## config.mk

```make
export PLATFORM = sky130hd
export DESIGN_NAME = mem_test_data_bus_ctrl
export DESIGN_NICKNAME = d
export VERILOG_FILES = /design/src/rtl/mem_test_pkg.sv /design/src/rtl/mem_test_data_bus_ctrl_shifter.sv /design/src/rtl/mem_test_data_bus_ctrl.sv
export SDC_FILE = /design/constraint.sdc
export NUM_CORES = 1
export LEC_CHECK = 0
export CORE_MARGIN = 2
export CORE_UTILIZATION = 40
export DETAILED_ROUTE_END_ITERATION = 6
export PLACE_DENSITY = 0.69
export SETUP_SLACK_MARGIN = 0.1
export SYNTH_ARGS = -nofsm -noshare
export SYNTH_HDL_FRONTEND = slang
export SYNTH_SLANG_ARGS = --single-unit
export TNS_END_PERCENT = 5
```

## constraint.sdc

```tcl
create_clock -name i_clk -period 5.8 [get_ports i_clk]
set_input_delay 0.87 -clock i_clk [delete_from_list [all_inputs] [get_ports i_clk]]
set_output_delay 0.87 -clock i_clk [all_outputs]
set_load 0.05 [all_outputs]
```

## src/rtl/mem_test_pkg.sv

```systemverilog
// ---------------------------------------------------------------------------
// mem_test_pkg
//   Shared types and constants for the memory data-bus walking-bit test.
//   t_mtdb_state : sequencer states of mem_test_data_bus_ctrl
//   DIR_RIGHT    : walk MSB->LSB
//   DIR_LEFT     : walk LSB->MSB
// ---------------------------------------------------------------------------
package mem_test_pkg;

  typedef enum logic [2:0] {
    IDLE  = 3'd0,
    WRITE = 3'd1,
    READ  = 3'd2,
    CHECK = 3'd3,
    NEXT  = 3'd4,
    DONE  = 3'd5
  } t_mtdb_state;

  localparam logic DIR_RIGHT = 1'b0;
  localparam logic DIR_LEFT  = 1'b1;

endpackage

```

## src/rtl/mem_test_data_bus_ctrl_shifter.sv

```systemverilog
// ---------------------------------------------------------------------------
// mem_test_data_bus_ctrl_shifter
//   Combinational logical shifter used to advance the walking-bit pattern.
//   i_value   : value to shift
//   i_RL      : 1 shift left, 0 shift right
//   i_shifter : shift amount
//   o_value   : shifted value (zero fill)
//   o_zero    : shifted value is all zero, i.e. i_value held the last bit
// ---------------------------------------------------------------------------
module mem_test_data_bus_ctrl_shifter #(
  parameter int unsigned p_WIDTH_DATA     = 8,
  parameter int unsigned p_NUMBER_SHIFTER = 3
) (
  input  logic [p_WIDTH_DATA-1:0]     i_value,
  input  logic                        i_RL,
  input  logic [p_NUMBER_SHIFTER-1:0] i_shifter,
  output logic [p_WIDTH_DATA-1:0]     o_value,
  output logic                        o_zero
);

  assign o_value = i_RL ? (i_value << i_shifter) : (i_value >> i_shifter);
  assign o_zero  = ~|o_value;

endmodule

```

## src/rtl/mem_test_data_bus_ctrl.sv

```systemverilog
// ---------------------------------------------------------------------------
// mem_test_data_bus_ctrl
//   Walking-bit data-bus test sequencer. A one-hot pattern is written to a
//   single address over a req/ack port, read back and compared, then shifted
//   one position until it falls off the bus. Stops at the first mismatch or
//   ack timeout.
//   i_clk, i_rst_n        : clock, async active-low reset
//   i_start/i_dir/i_addr  : start pulse, walk direction, test address (IDLE only)
//   o_busy/o_done         : test in progress / 1-cycle end pulse
//   o_pass/o_timeout      : sticky results, cleared on start
//   o_fail_pattern/_data  : failing pattern and its read-back value
//   o_mem_*/i_mem_*       : memory req/ack port
// ---------------------------------------------------------------------------
module mem_test_data_bus_ctrl
  import mem_test_pkg::*;
#(
  parameter int unsigned p_WIDTH_DATA     = 8,
  parameter int unsigned p_WIDTH_ADDR     = 16,
  parameter int unsigned p_NUMBER_SHIFTER = 3,
  parameter int unsigned p_TIMEOUT        = 16
) (
  input  logic                    i_clk,
  input  logic                    i_rst_n,
  input  logic                    i_start,
  input  logic                    i_dir,
  input  logic [p_WIDTH_ADDR-1:0] i_addr,
  output logic                    o_busy,
  output logic                    o_done,
  output logic                    o_pass,
  output logic                    o_timeout,
  output logic [p_WIDTH_DATA-1:0] o_fail_pattern,
  output logic [p_WIDTH_DATA-1:0] o_fail_data,
  output logic                    o_mem_req,
  output logic                    o_mem_we,
  output logic [p_WIDTH_ADDR-1:0] o_mem_addr,
  output logic [p_WIDTH_DATA-1:0] o_mem_wdata,
  input  logic                    i_mem_ack,
  input  logic [p_WIDTH_DATA-1:0] i_mem_rdata
);

  localparam int unsigned CNT_W = $clog2(p_TIMEOUT);
  localparam logic [p_WIDTH_DATA-1:0] PAT_LSB = p_WIDTH_DATA'(1);
  localparam logic [p_WIDTH_DATA-1:0] PAT_MSB = PAT_LSB << (p_WIDTH_DATA - 1);

  t_mtdb_state             state_q, state_d;
  logic                    dir_q;
  logic [p_WIDTH_ADDR-1:0] addr_q;
  logic [p_WIDTH_DATA-1:0] pattern_q;
  logic [p_WIDTH_DATA-1:0] rdata_q;
  logic                    req_q;
  logic [CNT_W-1:0]        cnt_q;
  logic                    pass_q;
  logic                    timeout_q;
  logic [p_WIDTH_DATA-1:0] fail_pattern_q;
  logic [p_WIDTH_DATA-1:0] fail_data_q;

  logic [p_WIDTH_DATA-1:0] shift_value;
  logic                    shift_zero;
  logic                    ack_ok;
  logic                    tmo;
  logic                    mismatch;

  mem_test_data_bus_ctrl_shifter #(
    .p_WIDTH_DATA     (p_WIDTH_DATA),
    .p_NUMBER_SHIFTER (p_NUMBER_SHIFTER)
  ) u_shifter (
    .i_value   (pattern_q),
    .i_RL      (dir_q),
    .i_shifter (p_NUMBER_SHIFTER'(1)),
    .o_value   (shift_value),
    .o_zero    (shift_zero)
  );

  // An ack only counts while a request is outstanding.
  assign ack_ok   = req_q & i_mem_ack;
  assign tmo      = req_q & ~i_mem_ack & (cnt_q == CNT_W'(p_TIMEOUT - 1));
  assign mismatch = (rdata_q != pattern_q);

  // NOTE: sequential state uses non-blocking assignments so every register
  // samples pre-edge values; blocking here would create order-dependent races.
  always_ff @(posedge i_clk or negedge i_rst_n) begin
    if (!i_rst_n) state_q <= IDLE;
    else          state_q <= state_d;
  end

  always_comb begin
    // NOTE: assign a default before any branch so no path leaves state_d
    // unassigned, which would otherwise infer a latch.
    state_d = state_q;
    case (state_q)
      IDLE:    if (i_start) state_d = WRITE;
      WRITE:   if (ack_ok) state_d = READ;  else if (tmo) state_d = DONE;
      READ:    if (ack_ok) state_d = CHECK; else if (tmo) state_d = DONE;
      CHECK:   state_d = (mismatch || shift_zero) ? DONE : NEXT;
      NEXT:    state_d = WRITE;
      DONE:    state_d = IDLE;
      default: state_d = IDLE;
    endcase
  end

  always_comb begin
    o_busy   = (state_q != IDLE) && (state_q != DONE);
    o_done   = (state_q == DONE);
    o_mem_we = (state_q == WRITE);
  end

  // Datapath. req_q is registered and cleared on the ack edge, so every
  // WRITE/READ entry spends one cycle with req low: this gives the idle cycle
  // between transactions and keeps all memory-port outputs glitch-free.
  always_ff @(posedge i_clk or negedge i_rst_n) begin
    if (!i_rst_n) begin
      dir_q          <= DIR_RIGHT;
      addr_q         <= '0;
      pattern_q      <= '0;
      rdata_q        <= '0;
      req_q          <= 1'b0;
      cnt_q          <= '0;
      pass_q         <= 1'b0;
      timeout_q      <= 1'b0;
      fail_pattern_q <= '0;
      fail_data_q    <= '0;
    end else begin
      req_q <= ((state_q == WRITE) || (state_q == READ)) && !ack_ok && !tmo;
      cnt_q <= (req_q && !i_mem_ack && !tmo) ? cnt_q + 1'b1 : '0;

      if (tmo) begin
        timeout_q      <= 1'b1;
        pass_q         <= 1'b0;
        fail_pattern_q <= pattern_q;
        fail_data_q    <= '0;
      end

      case (state_q)
        IDLE: begin
          if (i_start) begin
            dir_q          <= i_dir;
            addr_q         <= i_addr;
            pattern_q      <= (i_dir == DIR_LEFT) ? PAT_LSB : PAT_MSB;
            pass_q         <= 1'b0;
            timeout_q      <= 1'b0;
            fail_pattern_q <= '0;
            fail_data_q    <= '0;
          end
        end
        READ: begin
          if (ack_ok) rdata_q <= i_mem_rdata;
        end
        CHECK: begin
          if (mismatch) begin
            fail_pattern_q <= pattern_q;
            fail_data_q    <= rdata_q;
            pass_q         <= 1'b0;
          end else if (shift_zero) begin
            pass_q <= 1'b1;
          end
        end
        NEXT:    pattern_q <= shift_value;
        default: ;
      endcase
    end
  end

  assign o_pass         = pass_q;
  assign o_timeout      = timeout_q;
  assign o_fail_pattern = fail_pattern_q;
  assign o_fail_data    = fail_data_q;
  assign o_mem_req      = req_q;
  assign o_mem_addr     = addr_q;
  assign o_mem_wdata    = pattern_q;

endmodule
```

# Yosys cells after proc, flatten, opt, wreduce, memory -nomap -nowiden

Cells that the tools add are included.

Output and inout bits: 46
Logic and storage cells: 70
Register bits: 59

Add/subtract/negate cells: 1
Bitwise logic cells: 4
Reduce and logical (&&, ||, !) cells: 18
Eq/ne operators: 9
Mux-type cells: 27

Operators with widths:

| cell                                                | count |
|---|---|
| 2-to-1 mux 8 bit                                    | 9 |
| case mux 8 bit (2 select lines)                     | 3 |
| case mux 3 bit (5 select lines)                     | 1 |
| 2-to-1 mux 3 bit                                    | 4 |
| 2-to-1 mux 1 bit                                    | 8 |
| inequality test 8 bit                               | 1 |
| OR reduction 8 bit                                  | 1 |
| equality test 3 x 2 -> 1 bit, second input constant | 2 |
| equality test 3 bit, second input constant          | 2 |
| AND reduction 2 bit                                 | 3 |
| logical AND 1 bit                                   | 5 |
| adder 4 x 1 -> 4 bit, second input constant         | 1 |
| equality test 4 bit, second input constant          | 1 |
| logical NOT 1 bit                                   | 4 |
| 2-to-1 mux 4 bit                                    | 1 |
| AND 1 bit                                           | 3 |
| equality test 3 x 1 -> 1 bit, second input constant | 1 |
| logical NOT 3 bit                                   | 1 |
| inequality test 3 bit, second input constant        | 1 |
| nonzero test 3 bit                                  | 1 |
| logical OR 1 bit                                    | 2 |
| inequality test 2 bit, second input constant        | 1 |
| case mux 1 bit (2 select lines)                     | 1 |
| nonzero test 2 bit                                  | 1 |
| inverter 1 bit                                      | 1 |

# Depth between registers and ports, before layout

Gate-level depths: netlist of the first run.

Depth in word-level cells: 7
Depth in mapped cells: 7

# Cells and area by module

A second synthesis of the first run with hierarchy kept.

Cells, all modules: 261
Area total of the unflattened synthesis: 3119.2 sq um

Modules (own cells, without submodules):

| module                         | times used | cells an instance | area an instance (sq um) |
|---|---|---|---|
| mem_test_data_bus_ctrl         | 1          | 190               | 2544.9 |
| mem_test_data_bus_ctrl_shifter | 1          | 71                | 574.3 |

# Worst setup path after synthesis of the first run

OpenSTA, ideal clock, no wires.

Path type: reg-to-output
From: register state_q[2]
To: output o_busy
Stages on the path, launching flop included: 5
Slack: 3.345 ns
Arrival time: 1.585 ns
Data required time: 4.930 ns
Cell sequence: dfrtp_1 clkbuf_1 clkbuf_1 and2_0 o21bai_1

Cells in the longest elaborated chain, start to end: 2
Elaborated cells between the ends (all ways): 3
Classes of those cells: 1 x eq/ne; 2 x reduce/logical

Ends and longest elaborated chain:

| what                                                               | line                          | text |
|---|---|---|
| from (decl)                                                        | mem_test_data_bus_ctrl.sv:45  | `t_mtdb_state state_q, state_d;` |
| from (signal assigned)                                             | mem_test_data_bus_ctrl.sv:83  | `else state_q <= state_d;` |
| inequality test 3 bit / nonzero test 3 bit (equally long branches) | mem_test_data_bus_ctrl.sv:102 | `o_busy = (state_q != IDLE) && (state_q != DONE);` |
| logical AND 1 bit (*)                                              | mem_test_data_bus_ctrl.sv:102 |  |
| to (decl)                                                          | mem_test_data_bus_ctrl.sv:27  | `output logic o_busy,` |

Every way passes the cells marked *; elsewhere a longest branch is shown, timed or not.

# Worst setup path in the final report of the first run

Ends and elaborated chain as after synthesis.

==> results of run 1 <==
## sequential cells by signal (all words and copies together), names as in the netlist
signal and count:
o_pass 1, dir_q 1, o_mem_wdata 8, o_mem_addr 16, o_timeout 1, cnt_q 4, o_fail_data 8, state_q 3
o_mem_req 1, o_fail_pattern 8, rdata_q 8
## cells in the mapped netlist (2+ instances only)
cell type / n / area (µm²)
sky130_fd_sc_hd__nor2b_1: 4 / 25.02
sky130_fd_sc_hd__and2_1: 7 / 43.79
sky130_fd_sc_hd__dfrtp_1: 59 / 1476
sky130_fd_sc_hd__o21ai_0: 8 / 40.04
sky130_fd_sc_hd__mux2_2: 8 / 90.09
sky130_fd_sc_hd__a22o_1: 9 / 78.83
sky130_fd_sc_hd__a21o_1: 4 / 30.03
sky130_fd_sc_hd__a21oi_1: 8 / 40.04
sky130_fd_sc_hd__nand3b_1: 2 / 15.01
sky130_fd_sc_hd__nor2_1: 14 / 52.55
sky130_fd_sc_hd__xnor2_1: 9 / 78.83
sky130_fd_sc_hd__clkbuf_1: 7 / 26.28
sky130_fd_sc_hd__a221o_1: 8 / 80.08
sky130_fd_sc_hd__nand3_1: 3 / 15.01
sky130_fd_sc_hd__nand4_1: 3 / 18.77
sky130_fd_sc_hd__mux2i_1: 5 / 50.05
sky130_fd_sc_hd__nand2_1: 64 / 240.2
sky130_fd_sc_hd__buf_2: 2 / 10.01
sky130_fd_sc_hd__nor3_1: 3 / 15.01
sky130_fd_sc_hd__and3_1: 9 / 56.30
## cells by family after synthesis
kind of cell | share of synthesized area
compound gates | 0.1283
xor+xnor | 0.03253
fa+ha+maj | 0.004646
buf+inv | 0.02045
flops | 0.5483
mux | 0.05205
simple gates | 0.2138
## power groups by stage
| stage | Sequential (mW) | Combinational [mW] | Clock, mW |
|---|---|---|---|
| after floorplan | 1.01 | 0.429 | 0 |
| after global placement | 0.704 | 1.07 | 0 |
| after detailed placement | 0.707 | 1.09 | 0 |
| after CTS | 0.703 | 1.09 | 0.380 |
| after global routing | 0.727 | 1.15 | 0.402 |
| final | 0.702 | 1.08 | 0.372 |
## final timing paths
kind / from / end / slack, ps / depth (start not counted)
setup / recovery: state_q[2] / o_busy / 2760 / 3
hold / removal: cnt_q[0] / cnt_q[0] / 470 / 1
setup reg to reg: state_q[2] / o_mem_wdata[0] / 3350 / 3
hold reg to reg: cnt_q[0] / cnt_q[0] / 470 / 1
max in group asynchronous: i_rst_n / o_fail_data[1] / 4640 / 2
min in group asynchronous: i_rst_n / o_mem_addr[14] / 680 / 2
## layout make-up
| cell class | instances | area share |
|---|---|---|
| Clock buffer | 13 | 0.04314 |
| Inverter | 1 | 0.001019 |
| Timing Repair Buffer | 75 | 0.2018 |
| Tap cell | 77 | 0.02615 |
| Sequential cell | 59 | 0.4008 |
| Clock inverter | 2 | 0.009511 |
| Multi-Input combinational cell | 190 | 0.3176 |
## metal layers
metal,part of all wire,GRT usage
met4,0.011,0.08658
met3,0.046,0.03657
met2,0.49,0.2706
met5,0,0
met1,0.46,0.2576
## stage by stage
stage	hold slack, ps	instance area (µm²)
floorplan	429.8	2693
global placement	452.4	3490
detailed placement	457.8	3490
CTS	465.6	3684
global route	478.9	3684
finish	467.7	3684
==> results.sh, run 1 <==
export IMPL_status="completed"
export IMPL_worstSetupPathType="flop to primary output"
export IMPL_floorplan_initialDensity=0.4192
export IMPL_cts_num_sinks=59
export IMPL_synth_async_sr_flop_share=1.000
export IMPL_clk_pin_slew_worst_paths_ps=60
export IMPL_p_leak_nw=1.706
export IMPL_post_cts_setup_buffer_count=0
export IMPL_clk_latency_ps=330
export IMPL_finish_net_count=366
export IMPL_yosys_cell_types_count=45
export IMPL_grt_pass1_wl_mm=10.45
export IMPL_req_time_crit_path_ps=4930
export IMPL_grt_antenna_before_repair=0
export IMPL_first_global_vias=2079
export IMPL_cts_path_max_buffers=2
export IMPL_h_tree_depth=3
export IMPL_worstPathCellList="nor2_1 > o21bai_1 > clkdlybuf4s50_1"
export IMPL_seqPwrFrac=0.326
export IMPL_final_hold_violation_count=0
export IMPL_place_hpwl_mm=4.389
export IMPL_post_route_drc_count=0
export IMPL_post_synthesis_instance_area_um2=2693
export IMPL_fin_setup_tns_ps=0
export IMPL_startpoint_type="flop"
export IMPL_overall_overflow_remaining_after_global_route=0
export IMPL_placement_io_buffers=74
export IMPL_ioPinCount=75
export IMPL_area_delta_synth_final_pct=36.80
export IMPL_rsz0062_at_grt="false"
export IMPL_grt_usage=0.1829
export IMPL_final_setup_viol_count=0
export IMPL_power_density_nw_per_um2=584.5
export IMPL_cts_hold_buffers=0
export IMPL_rows=29
export IMPL_detail_route_vias_per_cell=5.264
export IMPL_first_pass_iters=4
export IMPL_num_fill_cells=562
export IMPL_antennaDiodeCount=0
export IMPL_routed_via_count=2195
export IMPL_placement_setup_worst_slack_ps=2621
export IMPL_p_comb_frac=0.501
export IMPL_cts_buffers=9
export IMPL_drc_violation_total_after_the_first_tritonroute_iteration=186
export IMPL_p_sw_frac=0.4582
export IMPL_yosysSeqAreaShare=0.5483
export IMPL_slew_at_the_pin_closest_to_its_max_slew_limit_ps=1102
export IMPL_dp_cells=402
export IMPL_finClkSkew_ps=6.545
export IMPL_most_frequent_cells_in_the_layout="sky130_fd_sc_hd__clkdlybuf4s50_1 (73), sky130_fd_sc_hd__nand2_1 (64), sky130_fd_sc_hd__dfrtp_1 (59)"
export IMPL_final_util=0.5735
export IMPL_final_period_utilization=0.5244
export IMPL_totalPowerFinal_mw=2.153
export IMPL_synth_warning_count=0
export IMPL_area_sequential_um2=1476
export IMPL_timing_max_cap_violations=0
export IMPL_highest_achievable_clock_rate_mhz=328.8
export IMPL_cts_tree="built"
export IMPL_slowest_delay_ps=810
export IMPL_die_y_um=86.05
export IMPL_dieWidth_um=86.05
export IMPL_drive_above_1_share=0.07941
export IMPL_cts_resized=0
export IMPL_synth_cells=261
export IMPL_wl_mm=6.324
export IMPL_endpoint_kind="primary output"
export IMPL_share_clk_of_total_power=0.173
export IMPL_fin_ws_ps=2758
export IMPL_synth_flop_cell="sky130_fd_sc_hd__dfrtp_1"
export IMPL_fin_cells=417
export IMPL_final_max_slew_viol_count=0
export IMPL_cpLargestDelayFamily="buffers and inverters"
export IMPL_internal_power_mw=1.166
export IMPL_wl_per_cell_um=15.17
export IMPL_cp_num_buf_inv=1
export IMPL_critical_path_arrival_ps=2170
export IMPL_synth_avg_cell_area_um2=10.32
export IMPL_edff_count_synth=0
export IMPL_area_taken_by_multi_input_logic_gates_um2=1170
export IMPL_most_common_library_cell_in_the_layout_ignoring_fill_and_taps="sky130_fd_sc_hd__clkdlybuf4s50_1"
export IMPL_hold_path_class="flop to flop"
export IMPL_slowest_stage="sky130_fd_sc_hd__clkdlybuf4s50_1"
export IMPL_core_area_um2=6422
export IMPL_slew_limit_headroom=0.2621
export IMPL_power_switching_uw=986.5
export IMPL_postRouteAntennaNets=0
export IMPL_timing_critical_path_fanout_max=17
export IMPL_fin_crit_ps=3042
export IMPL_grt_max_degree=60
export IMPL_power_ir_vdd_worst_uv=309.8
export IMPL_cts_root_buffer_cell="sky130_fd_sc_hd__clkbuf_8"
export IMPL_yosys_register_bits=59
export IMPL_finalWeightedCongestion=0.7878
export IMPL_floorplan_die_area_um2=7404
export IMPL_post_synthesis_net_count=291
No activity file was read; power rests on OpenSTA's default activity.
==> run 2: changes to the inputs <==
- PLACE_DENSITY: 0.69 -> 0.71
- clock period: 5.8 -> 2.7 ns (I/O delays scaled with it)
==> run 2 against run 1 <==
Compared with the run above: sequential share of layout area fell by 0.71 points; clock power up 150%; worst setup slack worse by 2600 ps; global-route usage up 0.23 points; routed wire length up 0.27%; non-clock buffer count up 4; via count is 1.1% lower; critical path depth unchanged; first-iteration DRC count down 36%; utilization up 1.0 points; register-to-register slack got worse by 2700 ps; clock-buffer cell count decreased by 1; critical endpoint is now o_done; largest cell class unchanged.
==> results.sh, run 2 (synthesis results as in run 1) <==
export IMPL_status="completed"
export IMPL_crit_reg2reg_launch="state_q[1]"
export IMPL_antennaDiodeCount=0
export IMPL_clk_pin_slew_worst_paths_ps=70
export IMPL_grt_pass1_wl_mm=10.74
export IMPL_grt_antenna_before_repair=0
export IMPL_die_y_um=86.05
export IMPL_detail_route_vias_per_cell=5.142
export IMPL_req_time_crit_path_ps=2300
export IMPL_dieWidth_um=86.05
export IMPL_cts_root_buffer_cell="sky130_fd_sc_hd__clkbuf_8"
export IMPL_finalWeightedCongestion=0.7590
export IMPL_critical_path_arrival_ps=2130
export IMPL_cts_num_sinks=59
export IMPL_fin_cells=422
export IMPL_rows=29
export IMPL_slew_at_the_pin_closest_to_its_max_slew_limit_ps=724.6
export IMPL_power_density_nw_per_um2=1273
export IMPL_final_setup_viol_count=0
export IMPL_wl_mm=6.341
export IMPL_drc_violation_total_after_the_first_tritonroute_iteration=119
export IMPL_post_route_cell_area_um2=3750
export IMPL_fin_setup_tns_ps=0
export IMPL_largest_register_ffs=16
export IMPL_area_sequential_um2=1476
export IMPL_most_frequent_cells_in_the_layout="sky130_fd_sc_hd__clkdlybuf4s50_1 (72), sky130_fd_sc_hd__nand2_1 (64), sky130_fd_sc_hd__dfrtp_1 (59)"
export IMPL_worstSetupPathType="flop to primary output"
export IMPL_floorplan_die_area_um2=7404
export IMPL_slew_limit_headroom=0.5170
export IMPL_area_taken_by_multi_input_logic_gates_um2=1170
export IMPL_cell_area_placed_um2=3520
export IMPL_cts_tree="built"
export IMPL_routed_via_count=2170
export IMPL_setup_worst_path_start="state_q[0]"
export IMPL_setup_worst_path_end="o_done"
export IMPL_core_area_um2=6422
export IMPL_area_delta_synth_final_pct=39.27
export IMPL_timing_reg2reg_worst_path_depth=4
export IMPL_overall_overflow_remaining_after_global_route=0
export IMPL_finClkSkew_ps=10.15
export IMPL_final_hold_violation_count=0
export IMPL_place_hpwl_mm=4.532
export IMPL_timing_critical_path_fanout_max=12
export IMPL_timing_max_cap_violations=0
export IMPL_most_common_library_cell_in_the_layout_ignoring_fill_and_taps="sky130_fd_sc_hd__clkdlybuf4s50_1"
export IMPL_highest_achievable_clock_rate_mhz=394.3
export IMPL_h_tree_depth=3
export IMPL_worstReg2RegEnd="o_fail_pattern[7]"
export IMPL_rsz0062_at_grt="true"
export IMPL_first_global_vias=2257
export IMPL_drive_above_1_share=0.09565
export IMPL_hold_path_class="input pin to async pin"
export IMPL_first_pass_iters=4
export IMPL_finish_net_count=370
export IMPL_startpoint_type="flop"
export IMPL_power_ir_vdd_worst_uv=690.6
export IMPL_dp_cells=406
export IMPL_p_leak_nw=1.749
export IMPL_wl_per_cell_um=15.03
export IMPL_grt_max_degree=30
export IMPL_fin_crit_ps=2536
export IMPL_final_max_slew_viol_count=0
export IMPL_floorplan_initialDensity=0.4192
export IMPL_postRouteAntennaNets=0
export IMPL_num_fill_cells=545
export IMPL_grt_usage=0.1851
export IMPL_cts_path_max_buffers=2
export IMPL_regToRegSetupSlack_ps=700
export IMPL_post_cts_setup_buffer_count=0
export IMPL_endpoint_kind="primary output"
export IMPL_clk_latency_ps=340
export IMPL_post_route_drc_count=0
export IMPL_final_period_utilization=0.9393
export IMPL_cts_buffers=9
export IMPL_ioPinCount=75
export IMPL_placement_io_buffers=74
==> run 2: changes by cell type in the layout (fill, tap and decap cells not counted), sizes merged <==
cell	before	now
buf	2	6
bufinv	1	2
clkbuf	13	12
clkdlybuf4s50	73	72
clkinvlp	0	1
dlymetal6s2s	0	1
==> run 2: critical path, cell delays in order, from the launching register on <==
cell and delay [ps]:
sky130_fd_sc_hd__dfrtp_1 570, sky130_fd_sc_hd__nor2b_1 270, sky130_fd_sc_hd__and2_1 150, sky130_fd_sc_hd__clkdlybuf4s50_1 800
==> run 2: cell type report <==
class,count,area share
well taps,77,0.02569
clock inverters,4,0.01935
flip-flops and latches,59,0.3937
clock buffers,12,0.04137
inverters,1,0.001001
repair buffers,79,0.2069
multi-input cells,190,0.3120
==> run 2: repair_timing <==
action,4_1_cts,5_1_grt
resized for setup,0,1
endpoints found under the hold margin,0,0
setup endpoints to repair,0,2
hold buffers,0,0
==> run 2: through the flow <==
step	total power [mW]	setup WS (ps)	util	hold slack [ps]
after floorplan	3.093	696.1	-	109.4
after global placement	3.837	384.8	0.5480	454.1
after detailed placement	3.879	379.4	0.5480	461.1
after CTS	4.805	133.0	0.5835	110.9
after global routing	5.049	8.627	0.5839	132.3
final	4.772	163.9	0.5839	93.95
==> run 2: worst min-delay path by stage <==
stage | startpoint | endpoint | slack, ps
floorplan | i_rst_n | cnt_q[0] | 110
global placement | cnt_q[0] | cnt_q[0] | 450
CTS | i_rst_n | o_mem_addr[2] | 110
finish | i_rst_n | o_mem_addr[2] | 90
detailed placement | o_mem_addr[1] | o_mem_addr[1] | 460
global route | i_rst_n | o_mem_addr[2] | 130
==> run 2: metal layers <==
layer,part of all wire,track usage,vias up
li1,-,-,1078
met1,0.49,0.2604,1028
met2,0.44,0.2685,55
met3,0.057,0.05967,9
met4,0.010,0.06638,0
met5,0,0,-
==> run 2: where the power goes <==
group / total, mW / switching, mW / internal (mW)
Sequential: 1.50 / 0.312 / 1.19
Clock: 0.923 / 0.354 / 0.569
Combinational: 2.35 / 1.48 / 0.863
Total: 4.77 / 2.15 / 2.62
==> run 3: changes to the inputs <==
- CORE_UTILIZATION: 40 -> 43
- PLACE_DENSITY: 0.71 -> 0.76
==> run 3 against run 2 <==
Compared with the run above: critical path type unchanged; final area grew 0.80%; critical path depth did not move; sequential power barely moved.
==> results.sh, run 3 (synthesis results as in run 1) <==
export IMPL_status="completed"
export IMPL_fin_setup_tns_ps=0
export IMPL_rows=28
export IMPL_slowest_stage="sky130_fd_sc_hd__clkdlybuf4s50_1"
export IMPL_final_max_slew_viol_count=0
export IMPL_post_route_cell_area_um2=3780
export IMPL_most_frequent_cells_in_the_layout="sky130_fd_sc_hd__clkdlybuf4s50_1 (72), sky130_fd_sc_hd__nand2_1 (64), sky130_fd_sc_hd__dfrtp_1 (59)"
export IMPL_grt_pass1_wl_mm=10.50
export IMPL_fin_crit_ps=2540
export IMPL_overall_overflow_remaining_after_global_route=0
export IMPL_post_route_drc_count=0
export IMPL_placement_setup_worst_slack_ps=362.4
export IMPL_power_ir_vdd_worst_uv=1004
export IMPL_power_density_nw_per_um2=1285
export IMPL_rsz0062_at_grt="true"
export IMPL_dieWidth_um=83.13
export IMPL_slew_limit_headroom=0.4868
export IMPL_h_tree_depth=3
export IMPL_dp_cells=404
export IMPL_cts_num_sinks=59
export IMPL_grt_usage=0.1872
export IMPL_final_setup_viol_count=0
export IMPL_postRouteAntennaNets=0
export IMPL_cts_path_max_buffers=2
export IMPL_critical_path_arrival_ps=2140
export IMPL_worstSetupPathType="flop to primary output"
export IMPL_final_period_utilization=0.9409
export IMPL_worstPathCellList="nor2b_1 > and2_1 > clkdlybuf4s50_1"
export IMPL_drive_above_1_share=0.09855
export IMPL_seqPwrFrac=0.307
export IMPL_floorplan_initialDensity=0.4495
export IMPL_grt_max_degree=26
export IMPL_highest_achievable_clock_rate_mhz=393.6
export IMPL_startpoint_type="flop"
export IMPL_p_leak_nw=1.769
export IMPL_ioPinCount=75
export IMPL_fin_ws_ps=159.6
export IMPL_slew_at_the_pin_closest_to_its_max_slew_limit_ps=769.8
export IMPL_wl_mm=6.111
export IMPL_fin_cells=420
export IMPL_die_y_um=83.13
export IMPL_timing_critical_path_fanout_max=12
export IMPL_p_sw_frac=0.4356
export IMPL_place_hpwl_mm=4.475
export IMPL_final_hold_violation_count=0
export IMPL_share_clk_of_total_power=0.210
export IMPL_cts_buffers=9
export IMPL_cts_tree="built"
export IMPL_p_comb_frac=0.483
export IMPL_slowest_delay_ps=790
export IMPL_drc_violation_total_after_the_first_tritonroute_iteration=90
export IMPL_cell_area_placed_um2=3517
export IMPL_core_area_um2=5991
export IMPL_floorplan_die_area_um2=6911
export IMPL_post_cts_setup_buffer_count=0
export IMPL_finalWeightedCongestion=0.7931
export IMPL_wl_per_cell_um=14.55
export IMPL_placement_io_buffers=74
export IMPL_endpoint_kind="primary output"
export IMPL_finClkSkew_ps=6.685
export IMPL_first_pass_iters=4
export IMPL_grt_antenna_before_repair=0
export IMPL_finish_net_count=370
export IMPL_hold_path_class="input pin to async pin"
export IMPL_timing_max_cap_violations=0
export IMPL_routed_via_count=2153
export IMPL_antennaDiodeCount=0
export IMPL_cts_root_buffer_cell="sky130_fd_sc_hd__clkbuf_8"
export IMPL_req_time_crit_path_ps=2300
export IMPL_power_switching_mw=2.115
export IMPL_largest_register_ffs=16
export IMPL_totalPowerFinal_mw=4.856
export IMPL_clk_latency_ps=330
export IMPL_first_global_vias=2194
export IMPL_area_delta_synth_final_pct=40.38
export IMPL_most_common_library_cell_in_the_layout_ignoring_fill_and_taps="sky130_fd_sc_hd__clkdlybuf4s50_1"
export IMPL_clk_pin_slew_worst_paths_ps=70
export IMPL_detail_route_vias_per_cell=5.126
export IMPL_internal_power_mw=2.741
-- run 3: cell count changes in the layout (fill, tap and decap cells not counted), sizes merged --
cell	previous run	this run
bufinv	2	3
clkinvlp	1	0
-- run 3: final cells by class --
class | count | area (µm²)
clock inverter | 4 | 95.09
fill | 501 | 2211
multi-input combinational | 190 | 1170
clock buffer | 12 | 165.2
timing repair buffer | 79 | 775.7
tap | 75 | 93.84
inverter | 1 | 3.754
sequential | 59 | 1476
-- run 3: metrics by stage --
step,hold WS (ps),utilization
6_report,3.043,0.6310
5_1_grt,21.43,0.6310
4_1_cts,2.003,0.6305
3_5_place_dp,363.9,0.5871
3_3_place_gp,351.4,0.5871
2_1_floorplan,109.4,-
-- run 3: worst max-delay path, delay by kind of cell (launching register included) --
kind,cells,cell delay [ps]
AND/OR/NAND/NOR,2,450
flip-flops,1,560
buffers and inverters,1,790
-- run 3: final timing paths --
kind | start | to | slack, ps | cells past startpoint
worst max-delay path | state_q[0] | o_done | 160 | 3
worst min-delay path | i_rst_n | o_mem_addr[4] | 3 | 1
worst max register to register | state_q[1] | o_fail_pattern[4] | 710 | 4
worst min register to register | cnt_q[0] | cnt_q[0] | 460 | 1
max in group asynchronous | i_rst_n | cnt_q[2] | 2000 | 2
min in group i_clk | cnt_q[0] | cnt_q[0] | 460 | 1
-- run 3: what timing repair did --
| action | CTS | global route |
|---|---|---|
| hold buffers | 0 | 0 |
| setup endpoints to repair | 0 | 2 |
| resized for setup | 0 | 1 |
-- run 3: metal layers --
metal	global-route usage	up-vias	wire, µm
li1	-	1071	-
met1	0.2534	1005	2909
met2	0.2852	67	2753
met3	0.06362	10	374
met4	0.05812	0	74
met5	0	-	0
-- run 3: power by group through the flow --
stage	combinational, mW	clock [mW]	sequential (mW)
after detailed placement	2.36	0	1.50
after floorplan	0.922	0	2.17
after global placement	2.33	0	1.50
after CTS	2.37	1.05	1.49
final	2.35	1.02	1.49
after global routing	2.49	1.09	1.54
